[src/rtl/tart_sched_pkg.sv]
`default_nettype none
// ============================================================================
// Module  : tart_sched_pkg
// Brief   : Shared tracker state encodings and default widths for the
//           TART bank scheduler and readout tracker.
// Revision: 1.0 - initial release
// ============================================================================
package tart_sched_pkg;

    localparam int c_default_width = 32;
    localparam int c_default_bbits = 4;

    typedef enum logic [1:0] {
        TRK_EMPTY = 2'b00,
        TRK_FETCH = 2'b01,
        TRK_READY = 2'b10
    } trk_state_t;

endpackage
`default_nettype wire

[src/rtl/tart_readout_tracker.sv]
`default_nettype none
// ============================================================================
// Module  : tart_readout_tracker
// Brief   : Frozen-bank lifecycle (EMPTY/FETCH/READY) with sticky overrun.
//           HOLD_EN=1 grants a swap only when the bank has been read out.
// Revision: 1.0 - initial release
// ============================================================================
module tart_readout_tracker
    import tart_sched_pkg::*;
#(
    parameter bit HOLD_EN = 1'b0
) (
    input  logic clk_i,
    input  logic rst_ni,
    input  logic swap_req_i,
    input  logic drop_i,
    input  logic prefetch_done_i,
    input  logic read_done_i,
    input  logic clear_i,
    output logic swap_o,
    output logic busy_o,
    output logic available_o,
    output logic overrun_o
);

    trk_state_t r_state;
    trk_state_t w_state_eff;
    trk_state_t w_state_next;
    logic       r_busy;
    logic       r_avail;
    logic       r_overrun;
    logic       w_overrun_next;

    always_ff @(posedge clk_i or negedge rst_ni) begin
        if (!rst_ni) begin
            r_state   <= TRK_EMPTY;
            r_busy    <= 1'b0;
            r_avail   <= 1'b0;
            r_overrun <= 1'b0;
        end else begin
            r_state   <= w_state_next;
            r_busy    <= (w_state_next == TRK_FETCH);
            r_avail   <= (w_state_next == TRK_READY);
            r_overrun <= w_overrun_next;
        end
    end

    // Completion events are applied before a coincident swap is considered.
    always_comb begin
        w_state_eff = r_state;
        case (r_state)
            TRK_FETCH: if (prefetch_done_i) w_state_eff = TRK_READY;
            TRK_READY: if (read_done_i)     w_state_eff = TRK_EMPTY;
            TRK_EMPTY: w_state_eff = TRK_EMPTY;
            default:   w_state_eff = TRK_EMPTY;
        endcase

        swap_o       = swap_req_i && (!HOLD_EN || (w_state_eff == TRK_EMPTY));
        w_state_next = swap_o ? TRK_FETCH : w_state_eff;

        w_overrun_next = r_overrun;
        if (clear_i)
            w_overrun_next = 1'b0;
        if ((swap_o && (w_state_eff != TRK_EMPTY)) || drop_i)
            w_overrun_next = 1'b1;
    end

    assign busy_o      = r_busy;
    assign available_o = r_avail;
    assign overrun_o   = r_overrun;

endmodule
`default_nettype wire

[src/rtl/tart_bank_scheduler.sv]
`default_nettype none
// ============================================================================
// Module  : tart_bank_scheduler
// Brief   : Counts correlator strobes, pulses switch_o every blocksize+1
//           samples and tracks readout of the frozen bank.
//           Define TART_BANK_HOLD_EN to defer swaps until the bank is read.
// Revision: 1.0 - initial release
// ============================================================================
module tart_bank_scheduler
    import tart_sched_pkg::*;
#(
    parameter int WIDTH = c_default_width,
    parameter int BBITS = c_default_bbits,
    parameter int DELAY = 3
) (
    input  logic             clk_i,
    input  logic             rst_ni,
    input  logic             enable_i,
    input  logic             strobe_i,
    input  logic [WIDTH-1:0] blocksize_i,
    input  logic             prefetch_done_i,
    input  logic             read_done_i,
    input  logic             clear_i,
    output logic             switch_o,
    output logic [BBITS-1:0] bank_o,
    output logic [WIDTH-1:0] count_o,
    output logic             available_o,
    output logic             busy_o,
    output logic             overrun_o
);

    // DELAY is a simulation-only setting; registered outputs carry no modelled delay here.
    if (DELAY < 0) begin : g_delay_check
        $error("tart_bank_scheduler: DELAY must be non-negative");
    end

    logic [WIDTH-1:0] r_count;
    logic [BBITS-1:0] r_bank;
    logic             r_switch;
    logic             w_accept;
    logic             w_due;
    logic             w_swap_req;
    logic             w_swap;
    logic             w_drop;

`ifdef TART_BANK_HOLD_EN
    localparam bit c_hold_en = 1'b1;
    logic r_pending;

    // A completed block waits here, holding off strobes, until the bank is free.
    assign w_accept   = enable_i && strobe_i && !r_pending;
    assign w_due      = w_accept && (r_count >= blocksize_i);
    assign w_swap_req = enable_i && (w_due || r_pending);
    assign w_drop     = w_due && !w_swap;

    always_ff @(posedge clk_i or negedge rst_ni) begin
        if (!rst_ni)
            r_pending <= 1'b0;
        else if (!enable_i || w_swap)
            r_pending <= 1'b0;
        else if (w_due)
            r_pending <= 1'b1;
    end
`else
    localparam bit c_hold_en = 1'b0;

    assign w_accept   = enable_i && strobe_i;
    assign w_due      = w_accept && (r_count >= blocksize_i);
    assign w_swap_req = w_due;
    assign w_drop     = 1'b0;
`endif

    tart_readout_tracker #(
        .HOLD_EN (c_hold_en)
    ) u_tracker (
        .clk_i           (clk_i),
        .rst_ni          (rst_ni),
        .swap_req_i      (w_swap_req),
        .drop_i          (w_drop),
        .prefetch_done_i (prefetch_done_i),
        .read_done_i     (read_done_i),
        .clear_i         (clear_i),
        .swap_o          (w_swap),
        .busy_o          (busy_o),
        .available_o     (available_o),
        .overrun_o       (overrun_o)
    );

    always_ff @(posedge clk_i or negedge rst_ni) begin
        if (!rst_ni) begin
            r_count  <= '0;
            r_bank   <= '0;
            r_switch <= 1'b0;
        end else begin
            r_switch <= w_swap;
            if (w_swap)
                r_bank <= r_bank + BBITS'(1);
            if (!enable_i || w_swap)
                r_count <= '0;
            else if (w_due)
                r_count <= blocksize_i;
            else if (w_accept)
                r_count <= r_count + WIDTH'(1);
        end
    end

    assign switch_o = r_switch;
    assign bank_o   = r_bank;
    assign count_o  = r_count;

endmodule
`default_nettype wire

[config.mk]
export PLATFORM = sky130hd
export DESIGN_NAME = tart_bank_scheduler
export DESIGN_NICKNAME = d
export VERILOG_FILES = /design/src/rtl/tart_sched_pkg.sv /design/src/rtl/tart_readout_tracker.sv /design/src/rtl/tart_bank_scheduler.sv
export SDC_FILE = /design/constraint.sdc
export NUM_CORES = 1
export LEC_CHECK = 0
export ABC_AREA = 1
export BUFFER_PORTS_ARGS = -buffer_cell sky130_fd_sc_hd__buf_2
export CAP_MARGIN = 20
export CORE_AREA = 3 3 84 86
export DETAILED_ROUTE_END_ITERATION = 10
export DIE_AREA = 0 0 87 89
export PLACE_DENSITY_LB_ADDON = 0.1
export SYNTH_ARGS = -nofsm -noshare
export SYNTH_HDL_FRONTEND = slang
export SYNTH_HIERARCHICAL = 1
export SYNTH_SLANG_ARGS = --single-unit
[constraint.sdc]
create_clock -name clk_i -period 4.1 [get_ports clk_i]
set_input_delay 0.205 -clock clk_i [delete_from_list [all_inputs] [get_ports clk_i]]
set_output_delay 0.205 -clock clk_i [all_outputs]
set_load 0.05 [all_outputs]
==> results of run 1 <==
area by class of cell:
| cell class | instances | area [sq um] | share of cell area (%) |
|---|---|---|---|
| multi-input cells | 415 | 2300 | 53.0 |
| inverters | 94 | 354 | 8.17 |
| flip-flops and latches | 42 | 1050 | 24.2 |
| clock inverters | 3 | 45.0 | 1.04 |
| repair buffers | 82 | 420 | 9.70 |
| clock buffers | 5 | 68.8 | 1.59 |
| well taps | 77 | 96.3 | 2.22 |
synth_stat cells, types with 2 or more instances:
cell	n
nand2_1	193
inv_1	89
dfrtp_1	42
a21oi_1	37
nand3_1	37
ha_1	36
nor2_1	27
xor2_1	18
nor3_1	12
xnor2_1	12
nand4_1	10
nand2_2	7
clkbuf_1	6
buf_2	5
o21ai_0	5
inv_2	3
nand3_2	3
nor2_4	3
buf_4	2
nor3_2	2
o21a_1	2
stage by stage:
step | cells | area, sq um
6_report | 718 | 4340
5_1_grt | 718 | 4340
4_1_cts | 718 | 4340
3_5_place_dp | 710 | 4220
3_3_place_gp | 710 | 4220
2_1_floorplan | 564 | 3770
critical path, stage by stage (launching register included):
cell and delay [ps]:
dfrtp_1 480, ha_1 330, a21oi_1 130, o21ai_0 90, nand2_1 90, nand2_1 80, a21oi_1 310, nand2_2 100
nand2_2 70, inv_1 140, nor2_1 140, buf_4 220, clkinv_1 560, a21oi_1 350, nand2_1 80, nand2_1 60
sequential cells by signal, indices dropped and copies added (netlist names):
signal                 flops
u_tracker/r_state          2
u_tracker/overrun_o        1
u_tracker/busy_o           1
bank_o                     4
u_tracker/available_o      1
count_o                   32
switch_o                   1
report_power, final:
part	internal (W)	leakage (nW)	switching, W
sequential	0.000419	0.582	0.00000820
clock	0.000181	0.0504	0.000168
combinational	0.0000407	2.00	0.0000846
total	0.000641	2.63	0.000260
metal layers:
layer	part of all wire [%]	global-route usage, %	up-vias
li1	-	-	1913
met4	1.7	9.77	0
met2	47	44.2	134
met3	7.4	3.87	18
met1	44	34.3	1692
met5	0	0	-
cells by family after synthesis:
logic type	count (synthesis)	synth area share, %
AOI/OAI and AO/OA	45	6.11
xor gates and xnor gates	30	6.97
adders and majority gates	36	12.0
buffers and inverters	107	11.1
DFF	42	27.9
muxes	1	0.299
other	1	0.0995
and+or+nand+nor	302	35.6
worst paths after layout:
kind                                         end           startpoint  slack (ps)  cells past startpoint
hold reg to reg              u_tracker/overrun_o  u_tracker/overrun_o         490                      2
max in group asynchronous            count_o[20]               rst_ni        3440                      1
hold / removal             u_tracker/available_o               rst_ni          50                      1
min in group clk_i           u_tracker/overrun_o              clear_i         170                      4
setup / recovery                     count_o[26]          count_o[17]         810                     15
setup reg to reg                     count_o[26]          count_o[17]         810                     15
==> run metrics, run 1 <==
outcome=finished clean; setup_tns=0 ps; Worst Hold Class=input port to async pin; EDFF count, synth=0; Tmin final=3290 ps; IO Pins=79; Clock transition at path regs=90 ps; overall power=about 0.0009 W; clock root cell=clkbuf_8; Avg Synthesized Cell Area=approximately 6.7 sq um; Post-Syn Area=0.00377 sq mm; Syn. warnings=6; Fmax=a little over 300 MHz; Detail Placement HPWL=just over 7 mm; Routed WL per cell=about 13 um; Syn Inst Count=about 560; register area share after synthesis=between 20% and 30%; Worst Path Required=4350 ps; first-pass GRT wire length=16.2 mm; DRT antenna net count=0; final weighted congestion in routability-driven placement=0.960; unrepaired setup endpoints after global routing=false; via count=roughly 3800; most frequent cells in the layout=193 x nand2_1, 89 x inv_1, 78 x buf_2; vias in the first global route=3602; IO buf count=78; max cap viols=0; CTS sink cnt=between 40 and 50; fin crit share=80.2%; Die Ht=89 um; post-synthesis net count=639; global-route usage over all layers=26.3%; drt first pass iters=6; ANT cells=0; Pins Over Slew Limit=0; initial antenna violation count=0; Crit. End Element=flop; critical path class=flop to flop; ranking of synthesized cells by area=dfrtp_1 28%, nand2_1 19%, ha_1 12%; Max-slew headroom=34.1%; CTS tree=built; Hold Slack=54.6 ps; Worst Skew=9.54 ps; Post-CTS Resized=0; Final Hold Vio Count=0; endpoints failing setup=0; area grow syn2layout=15.1%; Die Width=~87 um; register bit count reported by yosys=42; post-synth top area cell=dfrtp_1; Clk Latency, worst-skew pair=between 300 and 400 ps; Post-Route Utilization=68.3%; initial DRC count=277; Fill cells=roughly 580; fraction of registers with async set/reset=100%; largest net degree at the start of global routing=43; Num CTS Buffers=5; Lkg Pwr=between 2 and 3 nW; final wirelength=9.64 mm; effective utilization at floorplan=around three fifths; actual slew at the worst max-slew pin=988 ps; pwr/cell area=208 mW/mm^2; hold-fix buffers at CTS=0; Vias/cell=~5.2; DP Worst Slack=907 ps; gr ovfl total=0; area share of the leading cell type in the synthesized netlist=27.9%; die area=around 0.0077 sq mm; Peak VDD IR=0.154 mV; WP data arrival=about 3500 ps; deepest clock path buffer count=2; setup ws final=between 800 and 900 ps; most common cell after layout, fill and taps aside=nand2_1; CP max FO=19; Residual DRC=0; layout cells sized above 1=~18%; H-tree depth=2; final net count=a little over 700; top_reg_cell synth=dfrtp_1; Core ar.=about 0.0063 sq mm; post-CTS setup buffer count=0; row cnt=29; startpoint class of the critical path=flop; post-synth cell types=34
Note: power is estimated with default switching activity, not from simulation.
==> inputs of run 2 (changes only) <==
- ABC_AREA: 1 -> 0
- clock period: 4.1 -> 3.35 ns (I/O delays scaled with it)
==> run metrics, run 2 <==
outcome=finished clean; Clk Latency, worst-skew pair=310 ps; Critical Path Source=count_o[26]; fraction of registers with async set/reset=100%; Syn. warnings=6; Worst Hold Class=input port to flop; ranking of synthesized cells by area=dfrtp_1 30%, ha_1 13%, nand2_1 5.9%; Core ar.=about 0.0063 sq mm; Crit. End Element=flop; Pins Over Slew Limit=0; largest net degree at the start of global routing=43; layout cells sized above 1=30.5%; setup_tns=0 ps; IO Pins=79; actual slew at the worst max-slew pin=about 650 ps; Routed WL per cell=between 15 and 20 um; Clock transition at path regs=90 ps; die area=0.00774 sq mm; max reg flops=32; Max-slew headroom=56.3%; Final Hold Vio Count=0; gr ovfl total=0; Tmin final=3090 ps; cell family contributing the most delay on the critical path=simple AND/OR/NAND/NOR gates; Bufs and invs on worst path=3; DRT antenna net count=0; Cell Count, Final, Fillers Out=608; hold path startpoint=blocksize_i[18]; post-synth top area cell=dfrtp_1; Post-Syn Area=0.00348 sq mm; effective utilization at floorplan=54.9%; global-route usage over all layers=roughly a quarter; most frequent cells in the layout=78 x buf_2, 55 x nand2_1, 42 x inv_1; endpoints failing setup=0; deepest clock path buffer count=2; Fmax=324 MHz; Syn Inst Count=425; CP cell instances=ha_1 -> nand4_1 -> or4_4 -> or2_0 -> o22ai_2 -> o21bai_4 -> inv_6 -> or2_4 -> buf_12 -> buf_4 -> nor4_1 -> o21ai_0 -> o311ai_1; Peak VDD IR=0.166 mV; area share of the leading cell type in the synthesized netlist=a little under a third; Residual DRC=0; CTS sink cnt=42; Detail Placement HPWL=7.42 mm; Worst Path Required=3520 ps; unrepaired setup endpoints after global routing=false; placed cell count=595; most common cell after layout, fill and taps aside=buf_2; H-tree depth=2; initial antenna violation count=0; vias in the first global route=3521; clock root cell=clkbuf_8; max cap viols=0; drt first pass iters=5; first-pass GRT wire length=16.4 mm; area grow syn2layout=26.4%; slowest CP cell=or4_4; critical path class=flop to flop; fin crit share=between 90 and 100%; Worst Skew=12.8 ps; Avg Synthesized Cell Area=8.20 sq um; CP max FO=14; final weighted congestion in routability-driven placement=~0.83; Vias/cell=5.98; top-count cell post-synth=nand2_1; register area share after synthesis=30.2%; Crit path largest cell delay=580 ps; Die Width=87 um; final wirelength=9.88 mm; EDFF count, synth=0; final net count=605; Die Ht=89 um; top_reg_cell synth=dfrtp_1; post-synth cell types=60; FF-to-FF Start=count_o[26]; startpoint class of the critical path=flop; post-synthesis net count=500; via count=3636; WP data arrival=3260 ps; row cnt=29; register bit count reported by yosys=42; Num CTS Buffers=5; Lkg Pwr=2.20 nW; CTS tree=built; IO buf count=78; ANT cells=0; pwr/cell area=approximately 230 mW/mm^2; initial DRC count=228; Post-synth top cells=55 x nand2_1, 44 x inv_1, 42 x dfrtp_1
[run 2: cell types whose count changed after synthesis, sizes merged, moves of 7 or more]
cell | before | now
inv | 92 | 45
o211ai | 0 | 10
xor2 | 18 | 2
xnor2 | 12 | 5
and3 | 0 | 8
a22oi | 0 | 8
o21ai | 6 | 30
clkbuf | 6 | 14
nand2 | 200 | 55
nand3 | 41 | 22
a21oi | 37 | 17
o311ai | 0 | 8
nor2 | 31 | 16
mux2i | 0 | 8
[run 2: final cells by class]
cell class	count	area [sq um]
Clock buffer	7	86.3
Sequential cell	42	1070
Inverter	45	174
Timing Repair Buffer	116	732
Multi-Input combinational cell	320	2240
Tap cell	77	96.3
Fill cell	523	1940
Clock inverter	1	5.00
[run 2: logic make-up (layout without fill, tap and decap cells)]
kind of cell,count (synthesis),in the layout,synth area share [%]
other,1,1,0.108
DFF,42,42,30.2
buffers and inverters,63,169,7.00
and+or+nand+nor,151,151,22.0
AOI/OAI and AO/OA,115,115,23.1
adders and majority gates,36,36,12.9
xor gates and xnor gates,7,7,1.76
muxes,10,10,2.94
[run 2: worst paths after layout]
| check | end | slack [ps] | cells past startpoint |
|---|---|---|---|
| max | count_o[21] | 260 | 13 |
| max in group asynchronous | count_o[13] | 2490 | 3 |
| min reg2reg | bank_o[3] | 500 | 1 |
| min | count_o[18] | 130 | 3 |
| max reg2reg | count_o[21] | 260 | 13 |
| min in group asynchronous | count_o[24] | 340 | 2 |
[run 2: per-stage QoR]
step / setup WS [ps] / utilization [%] / power [W] / hold WS (ps) / area, sq um
floorplan: -132 / - / 0.000608 / -128 / 3590
global placement: 154 / 66.7 / 0.000674 / 390 / 4240
detailed placement: 19.3 / 66.7 / 0.000678 / 393 / 4240
CTS: 5.28 / 68.1 / 0.00103 / 62.2 / 4330
global route: 90.6 / 69.4 / 0.00108 / 143 / 4410
finish: 260 / 69.4 / 0.00103 / 128 / 4410
[run 2: metal layers]
layer	routed length (um)	vias to the layer above	track usage (%)
met4	111	0	6.80
met2	4860	133	45.5
met1	4270	1717	34.7
met3	637	11	3.78
li1	-	1775	-
met5	0	-	0
[run 2: worst min-delay path, stage by stage]
cell     delay [ps]
buf_2            90
a32oi_1          80
o31ai_1          60
[run 2: power by group]
| group | total, W | internal [W] | leakage [nW] | switching, W |
|---|---|---|---|---|
| clock network | 0.000355 | 0.000167 | 0.0482 | 0.000189 |
| logic | 0.000163 | 0.0000642 | 1.60 | 0.0000993 |
| registers | 0.000514 | 0.000511 | 0.554 | 0.00000303 |
| total | 0.00103 | 0.000742 | 2.20 | 0.000291 |
[run 2: timing repair]
action	CTS	global route
hold endpoints to repair	0	18
gates resized for setup	0	3
endpoints found under the setup margin	0	13
hold buffers	0	1
setup buffers	0	4
==> inputs of run 3 (changes only) <==
- CORE_AREA: 3 3 84 86 -> 3 3 98 100
- DIE_AREA: 0 0 87 89 -> 0 0 101 103
- clock period: 3.35 -> 3.78 ns (I/O delays scaled with it)
==> run metrics, run 3 (synthesized netlist as in run 2, its figures left out) <==
WP data arrival=3600 ps; Die Width=101 um; Final Hold Vio Count=0; initial DRC count=approximately 130; gr ovfl total=0; max cap viols=0; unrepaired setup endpoints after global routing=false; slowest CP cell=or4_1; effective utilization at floorplan=39.8%; post-CTS setup buffer count=0; global-route usage over all layers=19.9%; Crit. End Element=flop; Crit path largest cell delay=about 510 ps; vias in the first global route=3330; initial antenna violation count=0; max reg flops=32; fin crit share=around 89%; endpoints failing setup=0; post-route cell area=between 0.004 and 0.005 sq mm; first-pass GRT wire length=16.6 mm; critical path class=flop to flop; IO Pins=79; most common cell after layout, fill and taps aside=buf_2; Vias/cell=5.63; Peak VDD IR=0.150 mV; Lkg Pwr=about 2.1 nW; via count=3471; Tmin final=around 3400 ps; Pins Over Slew Limit=0; R2R setup slack=400 ps; actual slew at the worst max-slew pin=809 ps; final net count=583; most frequent cells in the layout=78 x buf_2, 55 x nand2_1, 43 x inv_1; row cnt=34; Detail Placement HPWL=7.41 mm; Fill cells=856; H-tree depth=2; Routed WL per cell=roughly 16 um; outcome=finished clean; Core ar.=0.00876 sq mm; largest net degree at the start of global routing=43; ANT cells=0; Residual DRC=0; Worst Hold Class=input port to flop; Worst Path Required=4000 ps; deepest clock path buffer count=2; CTS sink cnt=42; DRT antenna net count=0; Clock transition at path regs=90 ps; Max-slew headroom=45.9%; Num CTS Buffers=5; area grow syn2layout=21.0%; startpoint class of the critical path=flop; pwr/cell area=227 mW/mm^2; clock root cell=clkbuf_8; Fmax=296 MHz; layout cells sized above 1=25.3%; Die Ht=slightly above 100 um; IO buf count=78; Placed Area=0.00406 sq mm; CP cell instances=inv_2 -> ha_1 -> nand2b_1 -> a2111o_1 -> a311oi_2 -> o22ai_2 -> o21bai_4 -> inv_1 -> buf_4 -> or2_2 -> or4_1 -> mux2_2 -> o211ai_2; Worst Skew=7.93 ps; setup_tns=0 ps; die area=0.0104 sq mm; final weighted congestion in routability-driven placement=0.797; CTS tree=built; CP max FO=13; Clk Latency, worst-skew pair=300 ps; drt first pass iters=4; final wirelength=between 10 and 15 mm
[run 3: cell count changes in the layout (fill, tap and decap cells not counted), sizes merged]
cell,change
buf,-22
bufinv,+1
clkinv,+1
clkbuf,-2
[run 3: layout make-up]
type | instances | area, sq um | share of cell area (%)
multi-input cells | 320 | 2210 | 52.4
flip-flops and latches | 42 | 1060 | 25.2
repair buffers | 94 | 533 | 12.6
inverters | 45 | 169 | 4.00
well taps | 108 | 135 | 3.20
clock buffers | 5 | 68.8 | 1.63
clock inverters | 3 | 40.0 | 0.949
[run 3: what timing repair did]
item | CTS | global route
resized for setup | 0 | 0
hold buffers | 0 | 1
endpoints found under the hold margin | 0 | 12
[run 3: worst paths after layout]
check                                start          end  cells past startpoint
setup reg to reg                count_o[0]  count_o[30]                     13
max in group asynchronous           rst_ni   count_o[0]                      3
hold reg to reg                  bank_o[3]    bank_o[3]                      1
setup / recovery                count_o[0]  count_o[30]                     13
min in group asynchronous           rst_ni  count_o[23]                      2
hold / removal             blocksize_i[18]  count_o[18]                      3
[run 3: layer usage]
metal / global-route usage, % / wire length [um] / vias up
met4: 3.78 / 47 / 0
met2: 33.9 / 4830 / 94
li1: - / - / 1732
met1: 27.4 / 4640 / 1641
met3: 2.57 / 534 / 4
met5: 0 / 0 / -
[run 3: power by group]
part,internal [W],switching [W],leakage [nW]
sequential,0.000453,0.00000472,0.569
clock,0.000195,0.000170,0.0579
combinational,0.0000486,0.0000851,1.47
total,0.000696,0.000259,2.10
[run 3: worst max-delay path, delay by kind of cell, from the launching register on]
family / cells / cell delay [ps]
multiplexers: 1 / 280
buffers and inverters: 3 / 330
AO/OA/AOI/OAI: 5 / 1070
flip-flops: 1 / 440
adder cells (fa/ha/maj): 1 / 210
AND/OR/NAND/NOR: 3 / 980
[run 3: stage by stage]
step,total power [W],utilization (%),setup WS (ps),instances,hold slack (ps)
after global routing,0.00101,48.1,66.8,617,178
after detailed placement,0.000596,46.4,323,606,432
after CTS,0.000967,47.6,299,614,94.6
final,0.000956,48.1,402,617,180
after floorplan,0.000535,-,18.3,425,-107
after global placement,0.000594,46.4,436,606,434
